<file path="config.mk">
export PLATFORM = sky130hd
export DESIGN_NAME = uart_tx_arbiter
export DESIGN_NICKNAME = d
export VERILOG_FILES = /design/src/rtl/uart_tx_arbiter.sv
export SDC_FILE = /design/constraint.sdc
export NUM_CORES = 1
export LEC_CHECK = 0
export CORE_MARGIN = 2
export CORE_UTILIZATION = 35
export CTS_CLUSTER_SIZE = 20
export DETAILED_ROUTE_END_ITERATION = 10
export PLACE_DENSITY = 0.86
export SETUP_SLACK_MARGIN = 0.02
export SYNTH_ARGS = -nofsm -noshare
export SYNTH_HDL_FRONTEND = slang
export SYNTH_SLANG_ARGS = --single-unit
</file>
<file path="constraint.sdc">
create_clock -name clk -period 4.35 [get_ports clk]
set_clock_uncertainty 0.15 [all_clocks]
set_input_delay 1.305 -clock clk [delete_from_list [all_inputs] [get_ports clk]]
set_output_delay 1.305 -clock clk [all_outputs]
set_load 0.01 [all_outputs]
</file>
<file path="src/rtl/uart_tx_arbiter.sv">
// rtl/uart_tx_arbiter.sv - round-robin arbiter sharing the UART transmit port; define UART_ARB_PACKET_LOCK_EN for packet lock with idle timeout
module uart_tx_arbiter #(
  parameter int NUM_REQ      = 4,
  parameter int DATA_BITS    = 8,
  parameter int LOCK_TIMEOUT = 1_000_000
) (
  input  logic                           clk,
  input  logic                           rst_n,
  input  logic [NUM_REQ*DATA_BITS-1:0]   req_data,
  input  logic [NUM_REQ-1:0]             req_valid,
  input  logic [NUM_REQ-1:0]             req_last,
  output logic [NUM_REQ-1:0]             req_ready,
  output logic [DATA_BITS-1:0]           tx_data,
  output logic                           tx_valid,
  input  logic                           tx_ready,
  output logic [NUM_REQ-1:0]             grant,
  output logic                           busy,
  output logic                           timeout
);

  localparam int IDX_W = (NUM_REQ > 1) ? $clog2(NUM_REQ) : 1;

  typedef enum logic {S_IDLE, S_SEND} state_t;

  state_t             state_q;
  logic [NUM_REQ-1:0] grant_q;
  logic [IDX_W-1:0]   gidx_q;
  logic [IDX_W-1:0]   ptr_q;
  logic [IDX_W-1:0]   pick_d;
  logic               xfer;

`ifdef UART_ARB_PACKET_LOCK_EN
  localparam int CNT_W = $clog2(LOCK_TIMEOUT + 1);
  logic [CNT_W-1:0]   idle_q;
  logic               timeout_q;
  assign timeout = timeout_q;
`else
  localparam int unused_lock_timeout = LOCK_TIMEOUT;
  logic unused_last;
  assign unused_last = ^req_last;
  assign timeout     = 1'b0;
`endif

  // Round-robin search: first requester above the last owner, wrapping around
  always_comb begin
    logic             found;
    logic [IDX_W-1:0] cand;
    found  = 1'b0;
    cand   = '0;
    pick_d = ptr_q;
    for (int k = 1; k <= NUM_REQ; k++) begin
      cand = IDX_W'((int'(ptr_q) + k) % NUM_REQ);
      if (!found && req_valid[cand]) begin
        found  = 1'b1;
        pick_d = cand;
      end
    end
  end

  // Owner's byte stream is steered straight to the driver while a grant is held
  always_comb begin
    tx_data   = '0;
    tx_valid  = 1'b0;
    req_ready = '0;
    if (state_q == S_SEND) begin
      tx_data           = req_data[gidx_q*DATA_BITS +: DATA_BITS];
      tx_valid          = req_valid[gidx_q];
      req_ready[gidx_q] = tx_ready;
    end
  end

  assign xfer  = (state_q == S_SEND) && req_valid[gidx_q] && tx_ready;
  assign grant = grant_q;
  assign busy  = (state_q == S_SEND);

  // Grant FSM: arbitrate in idle, hold the owner until release or forced timeout
  always_ff @(posedge clk or negedge rst_n) begin
    if (!rst_n) begin
      state_q   <= S_IDLE;
      ptr_q     <= IDX_W'(NUM_REQ - 1);
      grant_q   <= '0;
      gidx_q    <= '0;
`ifdef UART_ARB_PACKET_LOCK_EN
      idle_q    <= '0;
      timeout_q <= 1'b0;
`endif
    end else begin
`ifdef UART_ARB_PACKET_LOCK_EN
      timeout_q <= 1'b0;
`endif
      case (state_q)
        S_IDLE: begin
          if (|req_valid) begin
            grant_q <= NUM_REQ'(1) << pick_d;
            gidx_q  <= pick_d;
            state_q <= S_SEND;
`ifdef UART_ARB_PACKET_LOCK_EN
            idle_q  <= '0;
`endif
          end
        end
        S_SEND: begin
`ifdef UART_ARB_PACKET_LOCK_EN
          // A last byte on the timeout edge counts as a normal release
          if (xfer) begin
            if (req_last[gidx_q]) begin
              ptr_q   <= gidx_q;
              grant_q <= '0;
              state_q <= S_IDLE;
            end else begin
              idle_q  <= '0;
            end
          end else if (idle_q == CNT_W'(LOCK_TIMEOUT - 1)) begin
            ptr_q     <= gidx_q;
            grant_q   <= '0;
            state_q   <= S_IDLE;
            timeout_q <= 1'b1;
          end else begin
            idle_q    <= idle_q + 1'b1;
          end
`else
          // Per-byte round robin: release after one cycle, transfer or not
          ptr_q   <= gidx_q;
          grant_q <= '0;
          state_q <= S_IDLE;
`endif
        end
        default: state_q <= S_IDLE;
      endcase
    end
  end

endmodule

</file>
==> metrics <==
PwrDens=438 nW/um^2; dpl cells=approximately 150; worst-path cell chain=clkdlybuf4s50_1 > mux4_1 > and2_1 > clkdlybuf4s50_1; Worst Setup Start Kind=primary input; # setup viols final=0; full die area=2570 sq um; #FFs+latches synth=9; Final Power=between 600 and 700 uW; DRT Wirelength=around 2300 um; commonest non-fill, non-tap cell in the layout=clkdlybuf4s50_1; Max Cap Violations=0; final period utilization=98.7%; clk slew on worst S/H paths=60 ps; share of cells above drive strength 1=13.8%; later-pin clock latency in the skew report=270 ps; actual slew at the worst max-slew pin=564 ps; Worst Hold Margin=327 ps; DP HPWL=between 1500 and 2000 um; CTS sink cnt=9; syn_nets=113; Final Net Count=174; Core ar.=~2000 sq um; CTS tree=built; ant diodes=0; CP most frequent cell=clkdlybuf4s50_1; WL/cell=14.6 um; CTS buffer count=3; routed vias=between 800 and 900; yosys synthesis warning count=0; Final Max Tran Viols=0; DRC violations left=0; Final Hold Fails=0; Final Critical Period=about 4300 ps; ANT nets after route=0; Die Width=50.7 um; initial antenna violation count=0; number of global-route vias before repair=806; starting density of the core=a little under two fifths; Mapped Area=762 sq um; Worst setup EP type=output port; non-filler cells, final=157; PortBufs=56; Fmax=0.233 GHz; post-DR vias/cell=5.18; outcome=finished, final reports clean; Slew Limit Headroom=approximately 62%; Die H=between 50 and 60 um; clock tree buffer depth=2; post-synth top area share=23.0%; Final Cell Area=roughly 1400 sq um; peak supply drop=0.000301 V; row cnt=16; global-route wire length before repair=around 3500 um; Gate Count Post-Synth=70; CP max-delay cell=mux4_1; leading post-synthesis cells by cell area=dfrtp_1 23%, mux4_2 15%, mux4_1 14%; placed cell areas=1360 sq um; min-delay worst type=flip-flop to flip-flop; Seq/Total Area, Yosys=29.9%; GPL Wtd Cong=0.836; RSZ-0062 raised after global routing=false; I/O pins=62; CP max stage delay=480 ps; Tot GR Track Use=18.8%; global route overflow=0; Avg Inst Size Synth=approximately 11 sq um; Leak=approximately 0.00056 uW; hold_buf cts=0; WS Path Type=primary input to output port; setup TNS=0 ps; Crit Path Max Fanout=1; number of iterations in the first detailed-routing pass=4; htree depth=1; Cell variety after synth=29; Worst EP arrival=about 2800 ps; most frequent cells in the layout=55 x clkdlybuf4s50_1, 9 x and2_1, 7 x dfrtp_1; WP data required=2890 ps; DRT iter0 DRCs=9; area grow syn2layout=82.1%; clock root buffer=clkbuf_4; cell taking the most area after synthesis=dfrtp_1; largest net degree at the start of global routing=20
[cell families (layout without fill, tap and decap cells)]
kind of cell	after synthesis	in the layout	synth area share, %
compound gates	16	16	13.6
buf+inv	7	67	5.09
flops	9	9	29.9
mux	9	9	28.6
other cells	1	1	0.492
simple gates	28	28	22.3
[state kept, by name, summed over array words and instances, names as in the netlist]
| register | count |
|---|---|
| grant | 4 |
| busy | 1 |
| gidx_q | 2 |
| ptr_q | 2 |
[report_power, final]
group	switching [uW]	internal (uW)	leakage, uW
logic	114	235	0.000434
registers	70.1	122	0.000110
clock network	31.1	35.5	0.0000150
[layout make-up]
| type | count | area, sq um |
|---|---|---|
| Tap cell | 27 | 33.8 |
| Sequential cell | 9 | 228 |
| Clock buffer | 4 | 26.3 |
| Timing Repair Buffer | 60 | 593 |
| Fill cell | 146 | 614 |
| Multi-Input combinational cell | 54 | 495 |
| Inverter | 3 | 11.3 |
[per-stage QoR]
| stage | setup WS [ps] | utilization [%] |
|---|---|---|
| after floorplan | 937 | - |
| after global placement | 58.9 | 67.9 |
| after detailed placement | 41.5 | 67.9 |
| after CTS | 41.5 | 69.2 |
| after global routing | 25.6 | 69.3 |
| final | 56.9 | 69.3 |
[repair_timing]
item / 4_1_cts / 5_1_grt
hold endpoints to repair: 0 / 0
endpoints found under the setup margin: 0 / 1
resized for setup: 0 / 1
setup buffers: 0 / 0
[critical path, delay by kind of cell]
kind                   cells  cell delay (ps)
muxes                      1              480
and+or+nand+nor            1              170
buffers and inverters      2              880
[final timing paths]
check / from / to / slack (ps) / depth (start not counted)
min in group asynchronous: rst_n / grant[0] / 1170 / 1
max in group asynchronous: rst_n / ptr_q[0] / 2570 / 1
hold reg to reg: grant[3] / grant[3] / 330 / 2
hold / removal: grant[3] / grant[3] / 330 / 2
setup / recovery: req_data[6] / tx_data[6] / 60 / 4
setup reg to reg: ptr_q[0] / grant[0] / 2700 / 4
[synth_stat cells (all sizes together)]
cell type,number
and2,9
mux4,9
o21ai,8
dfrtp,7
nand2,6
nor2,4
buf,3
inv,3
a21oi,2
a32o,2
dfstp,2
nand2b,2
nor3b,2
a21o,1
a221o,1
a221oi,1
and2b,1
and4bb,1
clkbuf,1
conb,1
nor4,1
o211ai,1
or2,1
or2b,1
[per-layer routing]
metal  vias up  share of wire [%]  track usage, %
met1       382                 42            22.0
met2        40                 48            32.0
met5         -                  0               0
met3         5                8.3            4.76
li1        386                  -               -
met4         0                1.7            9.01
No activity file was read; power rests on OpenSTA's default activity.
